## config.mk

```make
export PLATFORM = sky130hd
export DESIGN_NAME = fpmul_operand_unpack
export DESIGN_NICKNAME = d
export VERILOG_FILES = /design/src/rtl/fpmul_operand_unpack.sv
export SDC_FILE = /design/constraint.sdc
export NUM_CORES = 1
export LEC_CHECK = 0
export BUFFER_PORTS_ARGS = -buffer_cell sky130_fd_sc_hd__buf_2
export CORE_UTILIZATION = 47
export CTS_CLUSTER_DIAMETER = 120
export DETAILED_ROUTE_END_ITERATION = 7
export HOLD_SLACK_MARGIN = 0.12
export PLACE_DENSITY = 0.82
export SYNTH_ARGS = -nofsm -noshare
export SYNTH_HDL_FRONTEND = slang
export SYNTH_SLANG_ARGS = --single-unit
```

## constraint.sdc

```tcl
create_clock -name clk -period 3.93 [get_ports clk]
set_input_delay 0.5895 -clock clk [delete_from_list [all_inputs] [get_ports clk]]
set_output_delay 0.5895 -clock clk [all_outputs]
set_load 0.03 [all_outputs]
```

## src/rtl/fpmul_operand_unpack.sv

```systemverilog
// fpmul_operand_unpack: unpacks two packed IEEE-754 operands into sign, exponent,
// significand and special-case flags for the multiplier array.
// Two-stage valid/ready pipeline: S1 holds the raw operands, S2 holds the decoded fields.
// Optional feature macro: DENORM_PRENORM_EN (pre-normalise denormal significands).
module fpmul_operand_unpack #(
    parameter int unsigned EXPWIDTH = 8,
    parameter int unsigned MANWIDTH = 23,
    parameter int unsigned BIAS     = 127
) (
    input  logic                           clk,
    input  logic                           reset,
    input  logic                           in_valid,
    output logic                           in_ready,
    input  logic [EXPWIDTH+MANWIDTH:0]     a,
    input  logic [EXPWIDTH+MANWIDTH:0]     b,
    output logic                           out_valid,
    input  logic                           out_ready,
    output logic                           prod_sign,
    output logic signed [EXPWIDTH+1:0]     a_exp,
    output logic signed [EXPWIDTH+1:0]     b_exp,
    output logic [MANWIDTH:0]              a_sig,
    output logic [MANWIDTH:0]              b_sig,
    output logic                           res_zero,
    output logic                           res_inf,
    output logic                           res_nan,
    output logic                           invalid
);

    localparam int unsigned OPW      = 1 + EXPWIDTH + MANWIDTH;
    localparam int unsigned SIGWIDTH = MANWIDTH + 1;
    localparam int unsigned EW2      = EXPWIDTH + 2;
    localparam int unsigned LZW      = $clog2(SIGWIDTH + 1);

    // Denormals live at the minimum unbiased exponent 1-BIAS; outputs stay biased.
    localparam int            EMIN_UNB   = 1 - int'(BIAS);
    localparam logic [EW2-1:0] EXP_DENORM = EW2'(EMIN_UNB + int'(BIAS));

    typedef struct packed {
        logic                zero;
        logic                inf;
        logic                nan;
        logic [EW2-1:0]      exp;
        logic [SIGWIDTH-1:0] sig;
    } dec_t;

`ifdef DENORM_PRENORM_EN
    // Leading-zero count of a significand (SIGWIDTH when all zero).
    function automatic logic [LZW-1:0] lzc(input logic [SIGWIDTH-1:0] v);
        logic [LZW-1:0] n;
        logic           hit;
        n   = '0;
        hit = 1'b0;
        for (int i = SIGWIDTH - 1; i >= 0; i--) begin
            if (!hit) begin
                if (v[i]) hit = 1'b1;
                else      n   = n + LZW'(1);
            end
        end
        return n;
    endfunction
`endif

    // Classify one operand and restore its implied bit. Inf/NaN keep {1,frac} and the
    // raw exponent field; downstream only looks at the flags for those classes.
    function automatic dec_t decode(input logic [OPW-1:0] x);
        logic [EXPWIDTH-1:0] ef;
        logic [MANWIDTH-1:0] f;
        dec_t                d;
`ifdef DENORM_PRENORM_EN
        logic [LZW-1:0]      lz;
`endif
        ef     = x[OPW-2 -: EXPWIDTH];
        f      = x[MANWIDTH-1:0];
        d      = '0;
        d.zero = (ef == '0) && (f == '0);
        d.inf  = (ef == '1) && (f == '0);
        d.nan  = (ef == '1) && (f != '0);
        if (ef == '0) begin
`ifdef DENORM_PRENORM_EN
            lz    = lzc({1'b0, f});
            d.sig = SIGWIDTH'({1'b0, f} << lz);
            d.exp = (f == '0) ? EXP_DENORM : EXP_DENORM - EW2'(lz);
`else
            d.sig = {1'b0, f};
            d.exp = EXP_DENORM;
`endif
        end else begin
            d.sig = {1'b1, f};
            d.exp = EW2'(ef);
        end
        return d;
    endfunction

    logic           s1_valid;
    logic [OPW-1:0] s1_a;
    logic [OPW-1:0] s1_b;
    logic           s2_ready;
    logic           s1_adv;
    logic           s1_load;
    dec_t           da;
    dec_t           db;
    logic           inv_c;
    logic           nan_c;
    logic           inf_c;
    logic           zero_c;

    // Handshake: S1 moves on when S2 is empty or being drained.
    assign s2_ready = !out_valid || out_ready;
    assign s1_adv   = s1_valid && s2_ready;
    assign in_ready = !s1_valid || s1_adv;
    assign s1_load  = in_valid && in_ready;

    // Decode S1 operands and resolve product flags (NaN dominates inf and zero).
    always_comb begin
        da     = decode(s1_a);
        db     = decode(s1_b);
        inv_c  = (da.zero && db.inf) || (da.inf && db.zero);
        nan_c  = da.nan || db.nan || inv_c;
        inf_c  = !nan_c && (da.inf || db.inf);
        zero_c = !nan_c && (da.zero || db.zero);
    end

    // Stage 1: capture raw operand pair.
    always_ff @(posedge clk or posedge reset) begin
        if (reset) begin
            s1_valid <= 1'b0;
            s1_a     <= '0;
            s1_b     <= '0;
        end else if (s1_load) begin
            s1_valid <= 1'b1;
            s1_a     <= a;
            s1_b     <= b;
        end else if (s1_adv) begin
            s1_valid <= 1'b0;
        end
    end

    // Stage 2: decoded fields drive the outputs directly and hold while stalled.
    always_ff @(posedge clk or posedge reset) begin
        if (reset) begin
            out_valid <= 1'b0;
            prod_sign <= 1'b0;
            a_exp     <= '0;
            b_exp     <= '0;
            a_sig     <= '0;
            b_sig     <= '0;
            res_zero  <= 1'b0;
            res_inf   <= 1'b0;
            res_nan   <= 1'b0;
            invalid   <= 1'b0;
        end else if (s1_adv) begin
            out_valid <= 1'b1;
            prod_sign <= s1_a[OPW-1] ^ s1_b[OPW-1];
            a_exp     <= da.exp;
            b_exp     <= db.exp;
            a_sig     <= da.sig;
            b_sig     <= db.sig;
            res_zero  <= zero_c;
            res_inf   <= inf_c;
            res_nan   <= nan_c;
            invalid   <= inv_c;
        end else if (out_ready) begin
            out_valid <= 1'b0;
        end
    end

endmodule

```

## After elaboration in Yosys (flattened, before gate mapping)

Cells that the tools add are included.

| word-level totals | value |
|---|---|
| flip-flop bits (word level) | 139 |
| latch bits | 0 |
| memory bits (writable) | 0 |
| bits in read-only memories | 0 |
| input bits | 68 |
| output and inout port bits | 75 |
| word-level logic and storage cells | 52 |
| memories kept | 0 |

| operators by class | value |
|---|---|
| add/sub/neg operators | 0 |
| multiply operators | 0 |
| divide/modulo/power cells | 0 |
| $lt $le $gt $ge | 0 |
| equal/unequal tests | 2 |
| shifts and indexed selects | 0 |
| muxes and demuxes | 6 |
| bitwise gates (word level) | 1 |
| reductions and logical operators | 30 |

Operator list:

| operator | count |
|---|---|
| $mux W32 | 2 |
| $logic_not A23 Y1 | 2 |
| $reduce_bool A23 Y1 | 2 |
| $eq A8 B8 Y1 const B | 2 |
| $logic_not A8 Y1 | 2 |
| $logic_and A1 B1 Y1 | 12 |
| $logic_or A1 B1 Y1 | 7 |
| $mux W1 | 4 |
| $reduce_bool A2 Y1 | 2 |
| $logic_not A1 Y1 | 3 |
| $xor A1 B1 Y1 | 1 |

## Depth between registers and ports, before layout

| logic depth | value |
|---|---|
| depth in word-level cells | 7 |
| mapped depth | 6 |
| mapped depth without buffers | 5 |

## Worst setup path after synthesis

OpenSTA, ideal clock, no wires.

| timing path | value |
|---|---|
| path type | in2reg |
| from | input port out_ready |
| to | register s1_a[0] |
| library setup time | 0.125 ns |
| arrival time | 1.877 ns |
| data required time | 3.805 ns |
| setup slack | 1.928 ns |
| stages | 4 |
| path buffers | 1 |
| cells stage by stage | nand3b_1 -> nand2_1 -> buf_2 -> mux2_2 |

| on the way | value |
|---|---|
| longest elaborated chain between the ends | 4 |

RTL lines:

| element | RTL line | RTL |
|---|---|---|
| from (decl) | 17 | `input logic out_ready,` |
| $logic_or A1 B1 Y1 | 108 | `assign s2_ready = !out_valid \|\| out_ready;` |
| $logic_and A1 B1 Y1 | 109 | `assign s1_adv = s1_valid && s2_ready;` |
| $logic_or A1 B1 Y1 | 110 | `assign in_ready = !s1_valid \|\| s1_adv;` |
| $logic_and A1 B1 Y1 | 111 | `assign s1_load = in_valid && in_ready;` |
| to (signal assigned) | 127 | `s1_a <= '0;` |
| to (signal assigned) | 131 | `s1_a <= a;` |
| to (decl) | 95 | `logic [OPW-1:0] s1_a;` |

No other way between the ends.
A chain may end at the register's enable or synchronous reset.

## Worst setup path after layout

| timing path | value |
|---|---|
| from | register s1_valid |
| to | register s1_b[11] |

| on the way | value |
|---|---|
| longest elaborated chain between the ends | 3 |
| elaborated cells between the ends (all ways) | 4 |
| classes of those cells | 4 x reduce/logical |

RTL lines:

| element | RTL line | RTL |
|---|---|---|
| from (decl) | 94 | `logic s1_valid;` |
| from (signal assigned) | 126 | `s1_valid <= 1'b0;` |
| from (signal assigned) | 130 | `s1_valid <= 1'b1;` |
| from (signal assigned) | 134 | `s1_valid <= 1'b0;` |
| $logic_not A1 Y1 or $logic_and A1 B1 Y1 (tied branches) | 110, 109 |  |
| $logic_or A1 B1 Y1 (*) | 110 |  |
| $logic_and A1 B1 Y1 (*) | 111 |  |
| to (signal assigned) | 128 | `s1_b <= '0;` |
| to (signal assigned) | 132 | `s1_b <= b;` |
| to (decl) | 96 | `logic [OPW-1:0] s1_b;` |

Mark *: on every way between the ends. The rest lies on a longest branch, timed or not.

==> metrics.yaml <==
fp.dieH_um: 108.6
synth_xor_area_share_pct: 0.1640
htreeDepth: 4
wl_per_cell_um: 16.38
finalNetCount: 555
area_growth_pct: 26.19
drv_slew: 0
post-dp-hpwl_um: 6968
fin_crit_sh_pct: 47.82
p_total_mw: 4.429
vias_per_cell: 5.056
cts_buffers: 17
tightestPinTransition_ns: 1.016
grt_antenna_before_repair: 0
cts_tree: "done"
synth_fa_ha_area_share_pct: 0
ys.flop_type: "dfrtp_1"
cts_num_sinks: 135
async_flop_share_pct: 100.0
ys_seq_elements: 135
cp-start-kind: "register"
syn_area_um2: 5341
skew_ns: 0.009070
outcome: "finished clean"
cpPeakStageDelay_ns: 0.66
synth_top_family_by_area: "multiplexers"
dieArea_um2: 11800
track_usage_pct: 19.07
setup-violations-final: 0
worstPathArrival_ns: 2.16
cpMaxStageDelayCell: "buf_4"
ctsHoldBuffers: 0
synth_compound_area_share_pct: 2.155
post_cts_buffers: 0
cts_buffer_depth: 2
dpl.cell_count: 608
clock_latency_ns: 0.40
cap_violations: 0
fmax_mhz: 532.1
slew_headroom_pct: 32.26
synth_most_common_cell: "dfrtp_1"
rsz0062_at_grt: "false"
fp.dieW_um: 108.6
vias: 3236
preCtsSetupSlack_ns: 1.699
n_antenna_cell: 0
hp-class: "primary input to register"
cts_root_buf: "clkbuf_16"
io_buffers: 138
ant_nets: 0
ys.warnings.count: 0
cp_num_buf_inv: 1
wl_um: 10490
drt-pass1-iter-count: 4
fillers: 862
multi_input_area_um2: 1857
peakVddDrop_mv: 0.4671
cts_resized: 0
fin_setup_tns_ns: 0
synth.mux.area_fraction_pct: 26.14
grt_max_degree: 136
p_leak_nw: 3.068
critPathKind: "register to register"
drt-initial-drc-count: 108
ios: 143
register_area_um2: 3378
power_density_nw_per_um2: 657.0
drc: 0
grt_pass1_vias: 3290
syn_area_per_cell_um2: 15.57
synthSimpleGateAreaFrac_pct: 5.833
synth_cell_types: 32
overflow: 0
gp_congestion: 0.7167
crit_fanout: 64
ys_seq_area_share_pct: 63.25
synth.largest_area_cell: "dfrtp_1"
rows: 38
crit_chain: "nand3b_1, nand2_2, buf_4, mux2_2"
hold_viol_final: 0
ys_top_cells_by_area: "dfrtp_1 (63%), mux2_2 (26%), nor4_1 (1.2%)"
critPathCaptureType: "register"
core-area_um2: 10940
crit_required_ns: 4.21
period_needed_ns: 1.879
yosys-top-cells-count: "dfrtp_1 (135), mux2_2 (124), nand2_1 (12)"
syn_inst: 343
path_delay_family: "buffers and inverters"
synth_top_area_share_pct: 63.25
final_cell_count_no_fill: 640
path_clk_slew_ns: 0.06
start_util_pct: 48.84
grt_first_pass_wirelength_um: 16840
synth_edf_count: 0
drive_gt1_share_pct: 62.20
layout_setup_ws_ns: 2.051
-- where the power goes --
part | total (mW) | internal (mW) | switching (mW)
logic | 1.01 | 0.389 | 0.616
registers | 1.84 | 1.67 | 0.170
clock network | 1.59 | 1.00 | 0.584
total | 4.43 | 3.06 | 1.37
-- registers in the layout (all words and copies together), names as in the netlist, 8 cells and up --
name and cells:
b_sig 24, s1_a 32, s1_b 32, b_exp 8
a_exp 8, a_sig 24
-- kinds of logic after synthesis --
| logic type | after synthesis |
|---|---|
| AOI/OAI and AO/OA | 14 |
| DFF | 135 |
| and+or+nand+nor | 49 |
| muxes | 124 |
| buffers and inverters | 19 |
| other | 1 |
| xor gates and xnor gates | 1 |
-- path summary, 6_finish.rpt --
check	from	to	slack (ns)	depth (start not counted)
min in group asynchronous	reset	b_sig[5]	0.41	3
max	s1_valid	s1_b[11]	2.05	4
min reg2reg	prod_sign	prod_sign	0.47	2
min	in_valid	s1_valid	0.40	2
max in group asynchronous	reset	b_sig[22]	3.04	3
max reg2reg	s1_valid	s1_b[11]	2.05	4
-- final cells by class --
cell class | count | area share [%]
inverters | 1 | 0.1114
flip-flops and latches | 135 | 50.12
clock inverters | 14 | 2.599
well taps | 140 | 2.599
multi-input cells | 192 | 27.55
repair buffers | 140 | 10.66
clock buffers | 18 | 6.367
-- cells in the final DEF (no fill, tap or decap), types with 2 or more instances in the layout --
cell,synthesis,routed
buf_2,11,138
dfrtp_1,135,135
mux2_2,124,124
clkbuf_16,0,17
nor4_1,10,10
nand2_1,12,10
nand4_1,5,5
nand2b_1,4,4
clkinvlp_4,0,4
nor2_1,4,4
conb_1,1,4
clkinv_4,0,4
or4_4,3,3
o21ai_1,3,3
o21ai_0,3,3
bufinv_16,0,3
or2_2,2,2
nor3_1,2,2
nor2_4,2,2
o2bb2ai_2,2,2
clkinv_2,0,2
inv_6,0,2
-- worst reg2reg max path: cells and delay by family, from the launching register on --
| family | cells | cell delay [ns] |
|---|---|---|
| mux | 1 | 0.46 |
| flops | 1 | 0.40 |
| simple gates | 2 | 0.24 |
| buf+inv | 1 | 0.66 |
-- routing by layer --
| layer | wire length (um) | track usage, % |
|---|---|---|
| met1 | 4578 | 24.65 |
| met2 | 4953 | 29.25 |
| met3 | 877 | 8.318 |
| met4 | 75 | 5.212 |
| met5 | 0 | 0 |
-- through the flow --
stage	area, um2	util [%]	hold WS, ns
2_1_floorplan	5356	-	0.4572
3_3_place_gp	6136	56.11	0.4608
3_5_place_dp	6136	56.11	0.4667
4_1_cts	6740	61.64	0.3866
5_1_grt	6740	61.64	0.3932
6_report	6740	61.64	0.3992
Note: power is estimated with default switching activity, not from simulation.
